## src/rtl/cpu_pipe_pkg.sv

```systemverilog
// Shared widths and stage bundles for the 5-stage 64-bit pipeline register bank.
// Field order inside each struct fixes the bit layout seen by every stage.
package cpu_pipe_pkg;

    localparam int DATA_W  = 64;
    localparam int INSTR_W = 32;
    localparam int REG_W   = 5;

    // Operand-B select driven by decode; carried as raw bits in id_ex_t.ALUSrc
    typedef enum logic [1:0] {
        ALU_SRC_DB     = 2'b00,
        ALU_SRC_DADDR9 = 2'b01,
        ALU_SRC_IMM12  = 2'b10,
        ALU_SRC_LS     = 2'b11
    } alu_src_e;

    typedef struct packed {
        logic [DATA_W-1:0]  pc;
        logic [INSTR_W-1:0] instr;
    } if_id_t;

    typedef struct packed {
        logic               RegWrite;
        logic               MemWrite;
        logic [2:0]         ALUOp;
        logic [1:0]         ALUSrc;
        logic               MemToReg;
        logic               flagWrite;
        logic [DATA_W-1:0]  Imm12Ext;
        logic [DATA_W-1:0]  Daddr9Ext;
        logic [DATA_W-1:0]  LS;
        logic [REG_W-1:0]   Rd;
        logic [DATA_W-1:0]  Da;
        logic [DATA_W-1:0]  Db;
    } id_ex_t;

    typedef struct packed {
        logic               RegWrite;
        logic               MemWrite;
        logic               MemToReg;
        logic               FlagWrite;
        logic [REG_W-1:0]   Rd;
        logic [DATA_W-1:0]  ALUResult;
        logic [DATA_W-1:0]  Db;
        logic [DATA_W-1:0]  Daddr9Ext;
    } ex_mem_t;

endpackage

```

## src/rtl/pipe_reg.sv

```systemverilog
// Purpose: WIDTH-bit register that loads every cycle, cleared asynchronously to zero.
// Latency: 1 cycle from d to q; q never depends combinationally on d.
// Backpressure: none -- no enable or hold, the register is overwritten each edge.
module pipe_reg #(
    parameter int WIDTH = 8
) (
    input  logic             clk,
    input  logic             rst_n,
    input  logic [WIDTH-1:0] d,
    output logic [WIDTH-1:0] q
);

    logic [WIDTH-1:0] data_d;
    logic [WIDTH-1:0] data_q;

    always_comb begin
        data_d = d;
    end

    always_ff @(posedge clk or negedge rst_n) begin
        if (!rst_n) begin
            data_q <= '0;
        end else begin
            data_q <= data_d;
        end
    end

    assign q = data_q;

endmodule

```

## src/rtl/pipeline_stage_regs.sv

```systemverilog
// Purpose: IF/ID, ID/EX and EX/MEM stage registers; reset zeroes all three into NOP bubbles.
// Latency: 1 cycle per stage, stages are independent.
// Backpressure: none -- every stage loads every cycle; the core has no stall or flush.
module pipeline_stage_regs
    import cpu_pipe_pkg::*;
(
    input  logic    clk,
    input  logic    reset,
    input  if_id_t  if_id_d,
    output if_id_t  if_id_q,
    input  id_ex_t  id_ex_d,
    output id_ex_t  id_ex_q,
    input  ex_mem_t ex_mem_d,
    output ex_mem_t ex_mem_q
);

    pipe_reg #(.WIDTH($bits(if_id_t))) u_if_id (
        .clk   (clk),
        .rst_n (reset),
        .d     (if_id_d),
        .q     (if_id_q)
    );

    pipe_reg #(.WIDTH($bits(id_ex_t))) u_id_ex (
        .clk   (clk),
        .rst_n (reset),
        .d     (id_ex_d),
        .q     (id_ex_q)
    );

    pipe_reg #(.WIDTH($bits(ex_mem_t))) u_ex_mem (
        .clk   (clk),
        .rst_n (reset),
        .d     (ex_mem_d),
        .q     (ex_mem_q)
    );

endmodule

```

## config.mk

```make
export PLATFORM = sky130hd
export DESIGN_NAME = pipeline_stage_regs
export DESIGN_NICKNAME = d
export VERILOG_FILES = /design/src/rtl/cpu_pipe_pkg.sv /design/src/rtl/pipe_reg.sv /design/src/rtl/pipeline_stage_regs.sv
export SDC_FILE = /design/constraint.sdc
export NUM_CORES = 1
export LEC_CHECK = 0
export ABC_CLOCK_PERIOD_IN_PS = 800
export CORE_AREA = 4 4 485 487
export DETAILED_ROUTE_END_ITERATION = 10
export DIE_AREA = 0 0 489 491
export HOLD_SLACK_MARGIN = 0.06
export MAX_ROUTING_LAYER = met4
export RECOVER_POWER = 100
export SETUP_SLACK_MARGIN = 0.05
export SLEW_MARGIN = 20
export SYNTH_ARGS = -nofsm -noshare
export SYNTH_HDL_FRONTEND = slang
export SYNTH_SLANG_ARGS = --single-unit
export TNS_END_PERCENT = 30
```

## constraint.sdc

```tcl
create_clock -name clk -period 0.8 [get_ports clk]
set_input_delay 0.12 -clock clk [delete_from_list [all_inputs] [get_ports clk]]
set_output_delay 0.12 -clock clk [all_outputs]
set_load 0.05 [all_outputs]
```

== Word-level counts from Yosys, hierarchy flattened ==
Index checks and enable logic that the tools add are counted.
W data, S select, Z words.
Storage, ports and cells
  output and inout bits: 631
  bits in registers: 631
  bits of input ports: 633
  word-level logic and storage cells: 3

== Longest topological paths before layout ==
  word-level depth: 0
  mapped depth: 0
  gate-level depth less buffers: 0

== By module ==
A second synthesis with hierarchy kept.
Second synthesis, totals
  cell total of the unflattened synthesis: 631
  area total of the unflattened synthesis: 15790.1 sq um
By module, submodules not included
  pipe_reg (u_id_ex): cells an instance 334, area an instance 8358.0 sq um, instances 1
  pipe_reg (u_ex_mem): cells an instance 201, area an instance 5029.8 sq um, instances 1
  pipe_reg (u_if_id): cells an instance 96, area an instance 2402.3 sq um, instances 1

== Least setup slack after synthesis ==
No wires, ideal clock.
  kind: reg2out
  start point: reg u_ex_mem.data_q[0] (netlist: u_ex_mem.q[0])
  end point: out ex_mem_q[0] (netlist bit)
  data required time: 680 ps
  buffers on the path: 0
  arrival time: 586 ps
  setup slack: 94 ps
  cell stages (with the launch flop): 1
  cell sequence: dfrtp_1
RTL lines
  start: declaration: RTL line pipe_reg.sv:14  | logic [WIDTH-1:0] data_q;
  start signal: assignment: RTL line pipe_reg.sv:24  | data_q <= data_d;
  end: declaration: RTL line pipeline_stage_regs.sv:14  | output ex_mem_t ex_mem_q
No word-level cell between the ends.

== Final worst setup path ==
  start point: reg u_id_ex.data_q[145] (netlist: u_id_ex.q[145])
  end point: out id_ex_q[145] (netlist bit)
RTL lines
  start: declaration: RTL line pipe_reg.sv:14
  start signal: assignment: RTL line pipe_reg.sv:24
  end: declaration: RTL line pipeline_stage_regs.sv:12  | output id_ex_t id_ex_q,
No word-level cell between the ends.

==> flow_metrics.tcl <==
set metrics [dict create \
    status "finished with violations" \
    violations "setup timing" \
    synth_cell_type_count 1 \
    critPathMaxStageDelay_ps 410 \
    timing.critical_path.mode_cell "buf_12" \
    ioPinCount 1264 \
    yosys_warnings 0 \
    setup_viol 954 \
    drv_cap 0 \
    yosys-top-cells-count "dfrtp_1 (631)" \
    muxShareOfSynthArea_pct 0 \
    worstPathArrival_ps 1380 \
    synth-xor-area-share_pct 0 \
    hold_path_end "u_if_id.q[49]$_DFF_PN0_" \
    finalWorstSetupSlack_ps -697 \
    worstPathBufferInverterCount 2 \
    cts_tree "built" \
    vias 13848 \
    hold_depth 1 \
    ys.flop_type "dfrtp_1" \
    synth_area_leaders "dfrtp_1 (100%)" \
    grt_max_degree 50 \
    wirelength_mm 85.0 \
    grt-ovfl-total 0 \
    yosys.area_share.simple_pct 0 \
    grt_pass1_wl_mm 120 \
    dieWidth_um 489 \
    power.density_nw_per_um2 1840 \
    max_freq_mhz 668 \
    fin_crit_sh_pct 187 \
    num-multi-input-gates 0 \
    initial_utilization_pct 6.82 \
    fin_hold_ws_ps 188 \
    cts_setup_buffers 0 \
    fill_cells 23986 \
    end_kind "output port" \
    crit_chain "buf_12 > buf_12" \
    antenna_found_initial 5 \
    multi_input_area_um2 0 \
    ctsLongestPathBuffers 3 \
    cp.depth 2 \
    crit_family "flip-flops" \
    ant_nets 0 \
    post-synth-top-area-cell "dfrtp_1" \
    async_flop_share_pct 100 \
    min_path_type "in2reg" \
    areaGrowthSynthToFinish_pct 203 \
    synth-edff-count 0 \
    yosysMostFrequentCell "dfrtp_1" \
    coreArea_um2 231000 \
    crit_path_start_kind "flip-flop" \
    period_minus_slack_ps 1500 \
    cp_max_fo 1 \
    grt_pass1_vias 17083 \
    synth_seq_cells 631 \
    io_buffers 1263 \
    drt_iter0_markers 390 \
    gp_congestion 0.968 \
    wl_per_cell_um 14.8 \
    rows 177 \
    p_leak_uw 0.0200 \
    numCtsBuffers 72 \
    hold_buffers 625 \
    worst_path_max_delay_cell "dfrtp_1" \
    final_core_util_pct 20.7 \
    synth_seq_area_share_pct 100 \
    drc 0 \
    finalMaxSlewViolations 0 \
    synth_area_um2 15800 \
    fin_nets 3287 \
    post-place-ws_ps -221 \
    relSlewSlack_pct 50.0 \
    netlist.area_leader.share_pct 100 \
    cp.required_ps 680 \
    vdd_ir_drop_max_mv 1.81 \
    synth_compound_area_share_pct 0 \
    min_from "if_id_d[49]" \
    syn_nets 1264 \
    worst_pin_slew_ps 750 \
    path_class "reg2out" \
    htree_levels 3 \
    cts_sinks 631 \
    root_buffer "clkbuf_16" \
    rsz0062_at_grt "yes" \
    syn-instance-count 631 \
    synthAdderAreaFrac_pct 0 \
    track_usage_pct 7.16 \
    clkTransAtPathRegs_ps 60 \
    dr.pass1.iters 4 \
    dieHeight_um 491 \
    drive_gt1_share_pct 31.4 \
    finalHoldViolations 0 \
    avgSynthCellArea_um2 25.0 \
    fp.dieArea_um2 240000 \
    viasPerCell 2.41 \
    hpwl_mm 63.9 \
]
routing by layer:
layer  global-route usage (%)  vias to the layer above  part of all wire, %
li1                         -                     6019                    -
met1                     6.90                     6845                   34
met2                     12.4                      836                   52
met3                     2.40                      148                  9.1
met4                     4.33                        0                  5.4
met5                        -                        -                    0
power breakdown:
| part | switching, uW | internal (uW) | total, uW |
|---|---|---|---|
| logic | 8920 | 10400 | 19400 |
| clock network | 14100 | 19600 | 33700 |
| registers | 1640 | 33600 | 35200 |
cell families after synthesis:
group and after synthesis:
DFF 631
state kept, by name, summed over array words and instances, names as in the netlist:
signal,count
u_id_ex.q,334
u_ex_mem.q,201
u_if_id.q,96
how the worst max path moves through the flow:
stage / startpoint / endpoint / slack [ps]
3_3_place_gp: ex_mem_d[23] / u_ex_mem.q[23]$_DFF_PN0_ / -230
2_1_floorplan: u_ex_mem.q[0]$_DFF_PN0_ / ex_mem_q[0] / 90
5_1_grt: u_id_ex.q[145]$_DFF_PN0_ / id_ex_q[145] / -800
4_1_cts: u_if_id.q[45]$_DFF_PN0_ / if_id_q[45] / -820
6_report: u_id_ex.q[145]$_DFF_PN0_ / id_ex_q[145] / -700
3_5_place_dp: ex_mem_d[23] / u_ex_mem.q[23]$_DFF_PN0_ / -220
timing repair:
action | 4_1_cts | 5_1_grt
gates cloned | 0 | 0
setup endpoints to repair | 631 | 631
gates resized for setup | 41 | 5
hold endpoints to repair | 1255 | 49
stage by stage:
stage                     std cells  setup TNS, ps  area [um2]  total power [uW]
final                          5753        -369870       47900             88300
after global placement         5008          -3090       39400             53400
after CTS                      5746        -429410       47900             90800
after floorplan                 631              0       15800             40500
after global routing           5751        -477780       47900             92000
after detailed placement       5008          -3170       39400             53500
placed cells by master (no fill, tap or decap), types with 3 or more instances in the layout:
| cell type | count |
|---|---|
| dfrtp_1 | 585 |
| buf_12 | 641 |
| dfrtp_2 | 46 |
| buf_2 | 4 |
| buf_4 | 31 |
| clkbuf_8 | 11 |
| dlygate4sd3_1 | 1256 |
| clkinv_16 | 3 |
| clkbuf_4 | 14 |
| clkinv_2 | 7 |
| bufinv_16 | 5 |
| clkbuf_16 | 73 |
| clkinvlp_4 | 5 |
| diode_2 | 7 |
| clkbuf_1 | 14 |
| clkinv_4 | 3 |
final cells by class:
class | instances | area [um2] | share of cell area (%)
timing repair buffer | 1949 | 25800 | 53.9
clock buffer | 97 | 2030 | 4.23
antenna | 7 | 17.5 | 0.0366
sequential | 631 | 15800 | 33.1
clock inverter | 26 | 384 | 0.802
tap | 3043 | 3810 | 7.95
No activity file was read; power rests on OpenSTA's default activity.
